--- config.mk ---
export PLATFORM = sky130hd
export DESIGN_NAME = fw_interface_wb_flat
export DESIGN_NICKNAME = d
export VERILOG_FILES = /design/src/rtl/fw_interface_defs.sv /design/src/rtl/fw_interface_wb_if.sv /design/src/rtl/fw_string_serializer.sv /design/src/rtl/fw_interface_wb.sv /design/src/flat_wrapper.sv
export SDC_FILE = /design/constraint.sdc
export NUM_CORES = 1
export LEC_CHECK = 0
export BUFFER_PORTS_ARGS = -buffer_cell sky130_fd_sc_hd__buf_2
export CELL_PAD_IN_SITES_DETAIL_PLACEMENT = 2
export CELL_PAD_IN_SITES_GLOBAL_PLACEMENT = 2
export CORE_UTILIZATION = 40
export CTS_BUF_LIST = sky130_fd_sc_hd__clkbuf_4
export CTS_CLUSTER_SIZE = 40
export DETAILED_ROUTE_END_ITERATION = 7
export GPL_ROUTABILITY_DRIVEN = 0
export GPL_TIMING_DRIVEN = 0
export PLACE_DENSITY_LB_ADDON = 0.15
export SYNTH_ARGS = -nofsm -noshare
export SYNTH_HDL_FRONTEND = slang
export SYNTH_SLANG_ARGS = --single-unit
export TNS_END_PERCENT = 10
--- constraint.sdc ---
create_clock -name wb_clk_i -period 10.6 [get_ports wb_clk_i]
set_input_delay 0 -clock wb_clk_i [delete_from_list [all_inputs] [get_ports wb_clk_i]]
set_output_delay 0 -clock wb_clk_i [all_outputs]
set_load 0.01 [all_outputs]
--- src/rtl/fw_interface_defs.sv ---
// fw_interface_defs: register map, string depth default and serializer encoding shared by the firmware interface
package fw_interface_defs;
  localparam int STR_DEPTH_DEF = 64;
  localparam logic [2:0] REG_REPORT  = 3'd0;
  localparam logic [2:0] REG_WARNING = 3'd1;
  localparam logic [2:0] REG_ERROR   = 3'd2;
  localparam logic [2:0] REG_STRING  = 3'd3;
  localparam logic [2:0] REG_INDEX   = 3'd4;
  localparam logic [2:0] REG_STATUS  = 3'd5;
  typedef enum logic {SER_IDLE = 1'b0, SER_RUN = 1'b1} ser_state_t;
  function automatic logic [31:0] byte_merge(input logic [31:0] old_v, input logic [31:0] new_v, input logic [3:0] sel);
    logic [31:0] v;
    for (int i = 0; i < 4; i++) v[8*i +: 8] = sel[i] ? new_v[8*i +: 8] : old_v[8*i +: 8];
    return v;
  endfunction
endpackage

--- src/rtl/fw_interface_wb_if.sv ---
// fw_interface_wb_if: Wishbone classic slave bus bundle
interface fw_interface_wb_if;
  logic        wb_cyc_i;
  logic        wb_stb_i;
  logic        wb_we_i;
  logic [4:0]  wb_adr_i;
  logic [3:0]  wb_sel_i;
  logic [31:0] wb_dat_i;
  logic [31:0] wb_dat_o;
  logic        wb_ack_o;
  logic        wb_err_o;
  modport slave  (input wb_cyc_i, wb_stb_i, wb_we_i, wb_adr_i, wb_sel_i, wb_dat_i, output wb_dat_o, wb_ack_o, wb_err_o);
  modport master (output wb_cyc_i, wb_stb_i, wb_we_i, wb_adr_i, wb_sel_i, wb_dat_i, input wb_dat_o, wb_ack_o, wb_err_o);
endinterface

--- src/rtl/fw_string_serializer.sv ---
// fw_string_serializer: spills a latched word into string memory one byte lane per cycle
module fw_string_serializer
  import fw_interface_defs::*;
#(
  parameter int STR_DEPTH = STR_DEPTH_DEF,
  localparam int IW = $clog2(STR_DEPTH)
) (
  input  logic          clk,
  input  logic          rst,
  input  logic          i_start,
  input  logic [31:0]   i_word,
  input  logic [3:0]    i_sel,
  input  logic          i_idx_we,
  input  logic [IW-1:0] i_idx,
  output logic [IW-1:0] o_index,
  output logic [7:0]    o_data,
  output logic          o_write_mem,
  output logic          o_busy
);
  ser_state_t r_state, w_next;
  logic [31:0] r_word;
  logic [3:0] r_sel;
  logic [1:0] r_lane;
  logic [IW-1:0] r_index, w_inc;
  logic [7:0] w_byte;
  logic w_idle, w_emit, w_term;
  assign w_idle = r_state == SER_IDLE;
  assign w_byte = r_word[{r_lane, 3'b000} +: 8];
  assign w_emit = !w_idle && r_sel[r_lane];
  assign w_term = w_emit && w_byte == 8'h00;
  assign w_inc = (r_index == IW'(STR_DEPTH - 1)) ? '0 : r_index + 1'b1;
  assign o_index = r_index;
  assign o_data = w_emit ? w_byte : 8'h00;
  assign o_write_mem = w_emit;
  assign o_busy = !w_idle;
  always_comb begin
    w_next = r_state;
    if (w_idle) w_next = i_start ? SER_RUN : SER_IDLE;
    else w_next = (w_term || r_lane == 2'd3) ? SER_IDLE : SER_RUN;
  end
  // a terminator byte rewinds the index so the next string starts at 0
  always_ff @(posedge clk or posedge rst)
    if (rst) begin
      r_state <= SER_IDLE;
      r_word <= '0;
      r_sel <= '0;
      r_lane <= '0;
      r_index <= '0;
    end else begin
      r_state <= w_next;
      r_lane <= w_idle ? 2'd0 : r_lane + 2'd1;
      if (w_idle && i_start) begin
        r_word <= i_word;
        r_sel <= i_sel;
      end
      if (w_idle && i_idx_we) r_index <= i_idx;
      else if (w_emit) r_index <= w_term ? '0 : w_inc;
    end
endmodule

--- src/rtl/fw_interface_wb.sv ---
// fw_interface_wb: Wishbone slave exposing firmware report/warning/error registers and a string byte port
module fw_interface_wb
  import fw_interface_defs::*;
#(
  parameter int STR_DEPTH = STR_DEPTH_DEF,
  localparam int IW = $clog2(STR_DEPTH)
) (
  input  logic              wb_clk_i,
  input  logic              wb_rst_i,
  fw_interface_wb_if.slave  wb,
  output logic              new_report,
  output logic              new_warning,
  output logic              new_error,
  output logic [31:0]       report_reg,
  output logic [31:0]       warning_reg,
  output logic [31:0]       error_reg,
  output logic [IW-1:0]     index,
  output logic [7:0]        data,
  output logic              write_mem
);
  logic r_ack, r_err;
  logic [31:0] r_dat, r_report, r_warning, r_error, w_rdata;
  logic [2:0] r_new, w_reg;
  logic [IW-1:0] w_index;
  logic w_req, w_bad, w_stall, w_go, w_wr, w_busy, w_unused;
  assign w_reg = wb.wb_adr_i[4:2];
  assign w_unused = ^wb.wb_adr_i[1:0];
  assign w_req = wb.wb_cyc_i && wb.wb_stb_i && !r_ack && !r_err;
  assign w_bad = w_reg > REG_STATUS || (w_reg == REG_STATUS && wb.wb_we_i);
  // string/index writes wait for the serializer so the index cannot move under it
  assign w_stall = wb.wb_we_i && (w_reg == REG_STRING || w_reg == REG_INDEX) && w_busy;
  assign w_go = w_req && !w_stall;
  assign w_wr = w_go && !w_bad && wb.wb_we_i;
  assign w_rdata = w_reg == REG_REPORT  ? r_report :
                   w_reg == REG_WARNING ? r_warning :
                   w_reg == REG_ERROR   ? r_error :
                   w_reg == REG_INDEX   ? {{(32-IW){1'b0}}, w_index} :
                   w_reg == REG_STATUS  ? {{(25-IW){1'b0}}, w_index, 7'b0, w_busy} : 32'h0;
  always_ff @(posedge wb_clk_i or posedge wb_rst_i)
    if (wb_rst_i) begin
      r_ack <= 1'b0;
      r_err <= 1'b0;
      r_dat <= '0;
      r_new <= '0;
      r_report <= '0;
      r_warning <= '0;
      r_error <= '0;
    end else begin
      r_ack <= w_go && !w_bad;
      r_err <= w_go && w_bad;
      r_dat <= (w_go && !w_bad && !wb.wb_we_i) ? w_rdata : 32'h0;
      r_new <= {3{w_wr}} & {w_reg == REG_ERROR, w_reg == REG_WARNING, w_reg == REG_REPORT};
      if (w_wr && w_reg == REG_REPORT) r_report <= byte_merge(r_report, wb.wb_dat_i, wb.wb_sel_i);
      if (w_wr && w_reg == REG_WARNING) r_warning <= byte_merge(r_warning, wb.wb_dat_i, wb.wb_sel_i);
      if (w_wr && w_reg == REG_ERROR) r_error <= byte_merge(r_error, wb.wb_dat_i, wb.wb_sel_i);
    end
  fw_string_serializer #(.STR_DEPTH(STR_DEPTH)) u_ser (
    .clk(wb_clk_i),
    .rst(wb_rst_i),
    .i_start(w_wr && w_reg == REG_STRING),
    .i_word(wb.wb_dat_i),
    .i_sel(wb.wb_sel_i),
    .i_idx_we(w_wr && w_reg == REG_INDEX && wb.wb_sel_i[0]),
    .i_idx(wb.wb_dat_i[IW-1:0]),
    .o_index(w_index),
    .o_data(data),
    .o_write_mem(write_mem),
    .o_busy(w_busy)
  );
  assign wb.wb_ack_o = r_ack;
  assign wb.wb_err_o = r_err;
  assign wb.wb_dat_o = r_dat;
  assign {new_error, new_warning, new_report} = r_new;
  assign report_reg = r_report;
  assign warning_reg = r_warning;
  assign error_reg = r_error;
  assign index = w_index;
endmodule
--- src/flat_wrapper.sv ---
// flat-port wrapper written by rule: the top's interface ports become plain ports
module fw_interface_wb_flat import fw_interface_defs::*;
#(
  parameter int STR_DEPTH = STR_DEPTH_DEF,
  localparam int IW = $clog2(STR_DEPTH)
)
  (wb_clk_i, wb_rst_i, new_report, new_warning, new_error, report_reg, warning_reg, error_reg, index, data, write_mem, wb_wb_cyc_i, wb_wb_stb_i, wb_wb_we_i, wb_wb_adr_i, wb_wb_sel_i, wb_wb_dat_i, wb_wb_dat_o, wb_wb_ack_o, wb_wb_err_o);
  fw_interface_wb_if wb_i ();
  input  logic wb_clk_i;
  input  logic wb_rst_i;
  output logic new_report;
  output logic new_warning;
  output logic new_error;
  output logic [31:0] report_reg;
  output logic [31:0] warning_reg;
  output logic [31:0] error_reg;
  output logic [IW-1:0] index;
  output logic [7:0] data;
  output logic write_mem;
  input wire logic [$bits(wb_i.wb_cyc_i)-1:0] wb_wb_cyc_i;
  input wire logic [$bits(wb_i.wb_stb_i)-1:0] wb_wb_stb_i;
  input wire logic [$bits(wb_i.wb_we_i)-1:0] wb_wb_we_i;
  input wire logic [$bits(wb_i.wb_adr_i)-1:0] wb_wb_adr_i;
  input wire logic [$bits(wb_i.wb_sel_i)-1:0] wb_wb_sel_i;
  input wire logic [$bits(wb_i.wb_dat_i)-1:0] wb_wb_dat_i;
  output wire logic [$bits(wb_i.wb_dat_o)-1:0] wb_wb_dat_o;
  output wire logic [$bits(wb_i.wb_ack_o)-1:0] wb_wb_ack_o;
  output wire logic [$bits(wb_i.wb_err_o)-1:0] wb_wb_err_o;
  assign wb_i.wb_cyc_i = wb_wb_cyc_i;
  assign wb_i.wb_stb_i = wb_wb_stb_i;
  assign wb_i.wb_we_i = wb_wb_we_i;
  assign wb_i.wb_adr_i = wb_wb_adr_i;
  assign wb_i.wb_sel_i = wb_wb_sel_i;
  assign wb_i.wb_dat_i = wb_wb_dat_i;
  assign wb_wb_dat_o = wb_i.wb_dat_o;
  assign wb_wb_ack_o = wb_i.wb_ack_o;
  assign wb_wb_err_o = wb_i.wb_err_o;
  fw_interface_wb #(.STR_DEPTH(STR_DEPTH)) u_core (.wb_clk_i(wb_clk_i), .wb_rst_i(wb_rst_i), .wb(wb_i), .new_report(new_report), .new_warning(new_warning), .new_error(new_error), .report_reg(report_reg), .warning_reg(warning_reg), .error_reg(error_reg), .index(index), .data(data), .write_mem(write_mem));
endmodule
==> implementation parameters, run 1 <==
Parameter                              Value

Run status
  Result of the run ... finished, final reports clean

Synth
  Most used flip-flop cell after synthesis ... dfrtp_1
  Post-synthesis net count ... 624
  #FFs+latches synth ... 178
  Area share of the largest cell type after synthesis ... 0.575
  Synth top area cells ... dfrtp_1 58%, mux2_1 15%, mux2_4 5.6%, mux4_2 2.6%, mux2i_1 2.6%
  Mean cell area of the mapped netlist ... 13.4 µm²
  Sequential area share after synthesis ... 0.575
  Share of async-settable or async-resettable flops after synthesis ... 1.00
  Count of yosys warnings during synthesis ... 0
  Post-synthesis cell area ... 7740 µm²
  Yosys top cell by area ... dfrtp_1
  Number of flops mapped to enable cells by yosys ... 0
  Cell count after synthesis ... 576
  Unique cell type count in the Yosys netlist ... 44

Clock tree
  Count of instances resized after the clock tree is built ... 0
  TritonCTS clock tree ... built
  Number of buffers inserted during clock tree synthesis ... 17
  H-tree levels ... 4
  Clock Sinks ... 178
  # Post-CTS Setup Buffers ... 0
  Worst skew pair latency ... 0.58 ns
  Cell at the root of the clock tree ... clkbuf_4
  Hold buffer count at cts ... 45
  Post-CTS clock slew at the launch and capture registers of the worst setup and hold paths ... 0.16 ns
  Maximum buffer depth of the clock tree ... 2

Critical path
  Worst Reg2Reg Path Length in Cells ... 5
  Maximum fanout along the worst path ... 8
  Critical path startpoint category ... flop
  Reg2Reg Launch Point ... u_core.u_ser.o_busy$_DFF_PP0_
  Reg-to-Reg End ... u_core.u_ser.o_index[1]$_DFFE_PP0P_
  Endpoint type of the worst setup path ... flop
  Worst endpoint required time ... 11.07 ns
  Internal reg-to-reg setup slack ... 8.20 ns
  Crit path arrival time ... 2.87 ns
  Critical path class ... reg -> reg

GRT
  Vias in the first global route ... 6754
  All-Layer GR Usage ... 0.275
  GRT overflow ... 0
  Initial antenna violation count ... 1
  Global-route wire length before repair ... 41000 µm
  Pin count of the biggest net entering global routing ... 103

Die
  Count of boundary I/O pins ... 194
  Rows ... 50
  Width of the die ... 141 µm
  Initial Utilization ... 0.411
  Floorplan Core Area ... 18800 µm²
  Die span in y ... 141 µm
  Area of the die ... 19900 µm²

STA
  Final WS setup ... 8.20 ns
  Peak clock frequency supported by timing ... 417 MHz
  Finish-stage setup viols ... 0
  Sum of negative setup slack ... 0 ns
  Tightest slew margin relative to the limit ... 0.327
  Shortest period the worst path allows ... 2.40 ns
  Worst Clk Skew ... 0.0278 ns
  Fin. max-slew vios ... 0
  Count of endpoints failing hold in the final timing report ... 0
  Setup repair after global routing missed its margin ... false
  Ratio of final minimum period to clock period ... 0.226
  Transition at the pin with the smallest max-transition slack ... 1.00 ns

Final layout
  Area of the multi-input gates ... 3120 µm²
  Net total in the final layout ... 878
  Post-Route Utilization ... 0.518
  Final cell area excluding filler cells ... 9760 µm²
  Register area ... 4450 µm²
  Area growth from synthesis to final layout ... 26.1%
  Number of fill cells in the layout ... 1855
  Fraction of layout cells with a size suffix above 1 ... 0.330

Place
  Pre-CTS WS ... 8.25 ns
  Instance area after placement ... 9050 µm²
  I/O Buffers ... 189
  Total half-perimeter wirelength after legalization and detailed placement ... 18200 µm

Flow run
  Max_cap viols ... 0

Detailed routing
  Number of nets still failing antenna checks after routing ... 0
  Via density ... 5.37
  Initial DRC Count ... 188
  Overall via count from detail_route ... 5919
  Wire length per cell after detailed routing ... 23.7 µm
  DRC ... 0
  Number of search-and-repair iterations in the first detailed-routing pass ... 4
  Total routed wirelength ... 26200 µm

Worst hold path
  Min-delay worst type ... in -> async

Power
  IR Drop Worst-Case VDD ... 0.0587 mV
  Leak Pwr ... 0.00523 µW
  Power density cells ... 169 nW/µm²
worst max path at each step:
stage	startpoint	slack [ns]	cells after the start	end
finish	u_core.u_ser.o_busy$_DFF_PP0_	8.20	5	u_core.u_ser.o_index[1]$_DFFE_PP0P_
global route	u_core.u_ser.o_busy$_DFF_PP0_	8.04	5	u_core.u_ser.o_index[1]$_DFFE_PP0P_
CTS	u_core.wb.wb_err_o$_DFF_PP0_	8.23	5	u_core.error_reg[21]$_DFFE_PP0P_
detailed placement	u_core.wb.wb_err_o$_DFF_PP0_	8.25	5	u_core.error_reg[16]$_DFFE_PP0P_
global placement	wb_rst_i	3.90	2	u_core.warning_reg[2]$_DFFE_PP0P_
floorplan	wb_rst_i	5.77	1	u_core.error_reg[0]$_DFFE_PP0P_
report_power, final:
part	switching (µW)	internal, µW	leakage (µW)	total [µW]
Sequential	95.2	772	0.00239	867
Combinational	212	198	0.00271	409
Clock	257	117	0.000124	375
Total	564	1090	0.00523	1650
stage by stage:
step                      total power (µW)  hold WS, ns  cells
after global routing                  1730       0.0425   1103
final                                 1650       0.0283   1103
after detailed placement              1270        0.119   1026
after floorplan                       1100        0.103    576
after global placement                1240        0.258   1025
after CTS                             1660      0.00564   1102
cells in the mapped netlist, types with 7 or more instances:
| cell type | instances |
|---|---|
| dfrtp_1 | 178 |
| nor2_1 | 51 |
| mux2_4 | 29 |
| mux2_1 | 103 |
| inv_1 | 7 |
| mux2i_1 | 20 |
| clkbuf_1 | 14 |
| o21ai_1 | 13 |
| mux4_2 | 9 |
| nand2_1 | 25 |
| a21boi_1 | 7 |
| and3_1 | 9 |
| o21ai_0 | 11 |
| a21oi_1 | 35 |
layout by cell type, fill, tap and decap left out, types with 7 or more instances in the layout:
cell type	n
dfrtp_1	178
a21boi_1	7
nand2_1	25
mux2_4	29
nor2_1	51
clkbuf_1	14
mux4_2	9
and3_1	9
clkbuf_4	17
a21oi_1	35
mux2i_1	20
o21ai_1	13
buf_2	191
o21ai_0	11
mux2_1	103
dlygate4sd3_1	45
kinds of logic (layout without fill, tap and decap cells):
logic type / after synthesis / after routing / share of synthesized area
DFF: 178 / 178 / 0.575
muxes: 161 / 161 / 0.258
other: 0 / 1 / 0
adders and majority gates: 2 / 2 / 0.00323
AOI/OAI and AO/OA: 89 / 89 / 0.0708
buffers and inverters: 35 / 301 / 0.0213
and+or+nand+nor: 111 / 111 / 0.0714
routing by layer:
layer	wire length (µm)	vias to the layer above	GRT usage
met5	0	-	0
met4	377	0	0.0767
met3	1150	29	0.0537
met2	13800	161	0.492
met1	10900	3141	0.338
li1	-	2588	-
final cells by class:
cell class / instances / area share
flip-flops and latches: 178 / 0.456
multi-input cells: 363 / 0.320
repair buffers: 235 / 0.146
well taps: 260 / 0.0333
clock inverters: 14 / 0.0135
clock buffers: 17 / 0.0131
plain buffers: 25 / 0.0131
inverters: 10 / 0.00461
diodes: 1 / 0.000256
critical path, stage by stage, from the launching register on:
cell	delay, ns
dfrtp_1	0.51
nand4b_1	0.26
nor4_1	0.79
nor2_1	0.29
a222oi_1	0.37
inv_1	0.07
Power figures use the tool's default switching activity.
==> run 2, diff against run 1 <==
--- a/config.mk
+++ b/config.mk
@@ -8,7 +8,7 @@
 export BUFFER_PORTS_ARGS = -buffer_cell sky130_fd_sc_hd__buf_2
 export CELL_PAD_IN_SITES_DETAIL_PLACEMENT = 2
 export CELL_PAD_IN_SITES_GLOBAL_PLACEMENT = 2
-export CORE_UTILIZATION = 40
+export CORE_UTILIZATION = 33
 export CTS_BUF_LIST = sky130_fd_sc_hd__clkbuf_4
 export CTS_CLUSTER_SIZE = 40
 export DETAILED_ROUTE_END_ITERATION = 7
==> constraint.sdc (replaced) <==
create_clock -name wb_clk_i -period 2.15 [get_ports wb_clk_i]
set_input_delay 0 -clock wb_clk_i [delete_from_list [all_inputs] [get_ports wb_clk_i]]
set_output_delay 0 -clock wb_clk_i [all_outputs]
set_load 0.01 [all_outputs]
==> implementation parameters, run 2 (same netlist as run 1, synthesis figures left out) <==
Parameter                              Value

GRT
  All-Layer GR Usage ... 0.224 (was 0.275)
  Met3 usage in global routing ... 0.0543 (was 0.0537)
  GRT overflow ... 0 (unchanged)
  Global-route wire length before repair ... 40300 µm (was 41000 µm)
  Initial antenna violation count ... 1 (unchanged)
  Pin count of the biggest net entering global routing ... 43 (was 103)
  Busiest grt layer ... met2 (unchanged)
  Met1 track demand over resource ... 0.280 (was 0.338)
  Vias in the first global route ... 6581 (was 6754)
  M2 GR Usage ... 0.390 (was 0.492)

Detailed routing
  Initial DRC Count ... 219 (was 188)
  Number of nets still failing antenna checks after routing ... 0 (unchanged)
  Wire length per cell after detailed routing ... 22.2 µm (was 23.7 µm)
  DRC ... 0 (unchanged)
  Overall via count from detail_route ... 5867 (was 5919)
  Total routed wirelength ... 25900 µm (was 26200 µm)
  Via density ... 5.03 (was 5.37)
  Number of search-and-repair iterations in the first detailed-routing pass ... 4 (unchanged)

Final layout
  Most frequent standard cell in the layout excluding fill and tap cells ... buf_2 (unchanged)
  Register area ... 4450 µm² (unchanged)
  Area growth from synthesis to final layout ... 30.0% (was 26.1%)
  Post-Route Utilization ... 0.441 (was 0.518)
  Number of fill cells in the layout ... 2359 (was 1855)
  Final cell area excluding filler cells ... 10100 µm² (was 9760 µm²)
  Fraction of layout cells with a size suffix above 1 ... 0.353 (was 0.330)
  Most frequent cells in the layout ... 190 x buf_2, 178 x dfrtp_1, 103 x mux2_1, 50 x nor2_1, 50 x dlygate4sd3_1 (was 191 x buf_2, 178 x dfrtp_1, 103 x mux2_1, 51 x nor2_1, 45 x dlygate4sd3_1)
  Area of the multi-input gates ... 3210 µm² (was 3120 µm²)
  Net total in the final layout ... 887 (was 878)

Die
  Area of the die ... 24100 µm² (was 19900 µm²)
  Die span in y ... 155 µm (was 141 µm)
  Initial Utilization ... 0.339 (was 0.411)
  Floorplan Core Area ... 22800 µm² (was 18800 µm²)
  Rows ... 55 (was 50)
  Count of boundary I/O pins ... 194 (unchanged)
  Width of the die ... 155 µm (was 141 µm)

Critical path
  Endpoint type of the worst setup path ... flop (unchanged)
  Cell family contributing the most delay on the critical path ... simple AND/OR/NAND/NOR gates (unchanged)
  Critical path class ... reg -> reg (unchanged)
  Worst-path cell chain ... and4bb_2, nand3_4, nor3_2, nand2_2, mux2_1 (was nand4b_1, nor4_1, nor2_1, a222oi_1, inv_1)
  Worst endpoint required time ... 2.61 ns (was 11.07 ns)
  Delay of the slowest critical-path stage ... 0.46 ns (was 0.79 ns)
  Crit path arrival time ... 2.68 ns (was 2.87 ns)
  Library cell contributing the largest single delay on the critical path ... nor3_2 (was nor4_1)
  Critical path startpoint category ... flop (unchanged)
  Crit path buf inv count ... 0 (was 1)
  Maximum fanout along the worst path ... 8 (unchanged)

Place
  I/O Buffers ... 189 (unchanged)
  Pre-CTS WS ... -0.252 ns (was 8.25 ns)
  Total half-perimeter wirelength after legalization and detailed placement ... 18900 µm (was 18200 µm)
  Instance area after placement ... 9190 µm² (was 9050 µm²)

Run status
  Violations in the final reports ... negative setup slack
  Result of the run ... complete, but fails checks (was finished, final reports clean)

Clock tree
  Post-CTS clock slew at the launch and capture registers of the worst setup and hold paths ... 0.15 ns (was 0.16 ns)
  H-tree levels ... 4 (unchanged)
  Clock Sinks ... 178 (unchanged)
  Number of buffers inserted during clock tree synthesis ... 17 (unchanged)
  # Post-CTS Setup Buffers ... 0 (unchanged)
  TritonCTS clock tree ... built (unchanged)
  Cell at the root of the clock tree ... clkbuf_4 (unchanged)
  Worst skew pair latency ... 0.58 ns (about the same)
  Maximum buffer depth of the clock tree ... 2 (unchanged)

STA
  Count of endpoints failing hold in the final timing report ... 0 (unchanged)
  Peak clock frequency supported by timing ... 449 MHz (was 417 MHz)
  Ratio of final minimum period to clock period ... 1.04 (was 0.226)
  Fin. max-slew vios ... 0 (unchanged)
  Worst Clk Skew ... 0.0302 ns (was 0.0278 ns)
  Final WS setup ... -0.0754 ns (was 8.20 ns)
  Tightest slew margin relative to the limit ... 0.413 (was 0.327)
  Transition at the pin with the smallest max-transition slack ... 0.880 ns (was 1.00 ns)
  Finish-stage setup viols ... 33 (was 0)
  Setup repair after global routing missed its margin ... true (was false)
  Sum of negative setup slack ... -0.956 ns (was 0 ns)
  Shortest period the worst path allows ... 2.23 ns (was 2.40 ns)

Power
  Power density cells ... 824 nW/µm² (was 169 nW/µm²)
  Part of the total power dissipated in combinational logic ... 0.249 (was 0.248)
  IR Drop Worst-Case VDD ... 0.330 mV (was 0.0587 mV)
  Sw Ratio ... 0.333 (was 0.342)
  Internal Dissipation ... 5530 µW (was 1090 µW)
  Clk pwr share ... 0.237 (was 0.227)
  Sequential group share of total power ... 0.514 (was 0.525)
  Power spent charging and discharging nets ... 2770 µW (was 564 µW)
  Leak Pwr ... 0.00532 µW (was 0.00523 µW)

Worst hold path
  Min-delay worst type ... in -> reg (was in -> async)

Flow run
  Max_cap viols ... 0 (unchanged)
run 2: worst reg2reg max path: cells and delay by family, from the launching register on:
kind          cells  cell delay (ns)
simple gates      4             1.27
mux               1             0.41
flops             1             0.43
run 2: metrics by stage:
stage | total power [µW] | std cells | hold slack, ns
global route | 8730 | 1166 | 0.138
finish | 8290 | 1166 | 0.153
CTS | 8370 | 1165 | 0.0875
global placement | 6160 | 1078 | 0.264
detailed placement | 6280 | 1083 | -0.0238
floorplan | 5410 | 576 | 0.103
run 2: cell type report:
| class | count | share of cell area |
|---|---|---|
| Tap cell | 313 | 0.0389 |
| Clock inverter | 15 | 0.0155 |
| Buffer | 25 | 0.0142 |
| Timing Repair Buffer | 244 | 0.154 |
| Multi-Input combinational cell | 363 | 0.318 |
| Sequential cell | 178 | 0.442 |
| Inverter | 10 | 0.00410 |
| Clock buffer | 17 | 0.0127 |
| Antenna cell | 1 | 0.000249 |
run 2: routing by layer:
layer | part of all wire | vias up
met1 | 0.43 | 3090
li1 | - | 2602
met5 | 0 | -
met4 | 0.0089 | 0
met3 | 0.052 | 13
met2 | 0.51 | 162
run 2: worst paths after layout:
kind | from | end | slack, ns | depth (start not counted)
max | u_core.wb.wb_err_o$_DFF_PP0_ | u_core.warning_reg[11]$_DFFE_PP0P_ | -0.08 | 5
min | wb_wb_we_i | u_core.error_reg[0]$_DFFE_PP0P_ | 0.15 | 5
max reg2reg | u_core.wb.wb_err_o$_DFF_PP0_ | u_core.warning_reg[11]$_DFFE_PP0P_ | -0.08 | 5
min reg2reg | u_core.u_ser.r_word[29]$_DFFE_PP0P_ | u_core.u_ser.r_word[29]$_DFFE_PP0P_ | 0.51 | 1
max in group asynchronous | wb_rst_i | u_core.error_reg[24]$_DFFE_PP0P_ | 0.63 | 7
min in group asynchronous | wb_rst_i | u_core.u_ser.o_index[3]$_DFFE_PP0P_ | 0.49 | 4
run 2: power groups by stage:
stage                     logic, µW  registers, µW  clock network [µW]
after floorplan                1110           4300                   0
after global placement         1860           4300                   0
after detailed placement       1950           4330                   0
after CTS                      2050           4270                2050
after global routing           2240           4330                2160
final                          2060           4260                1960
run 2: timing repair:
| item | 4_1_cts | 5_1_grt |
|---|---|---|
| pin swaps | 2 | 1 |
| hold buffers | 50 | 0 |
| endpoints found under the setup margin | 140 | 106 |
| endpoints found under the hold margin | 253 | 0 |
| resized for setup | 13 | 13 |
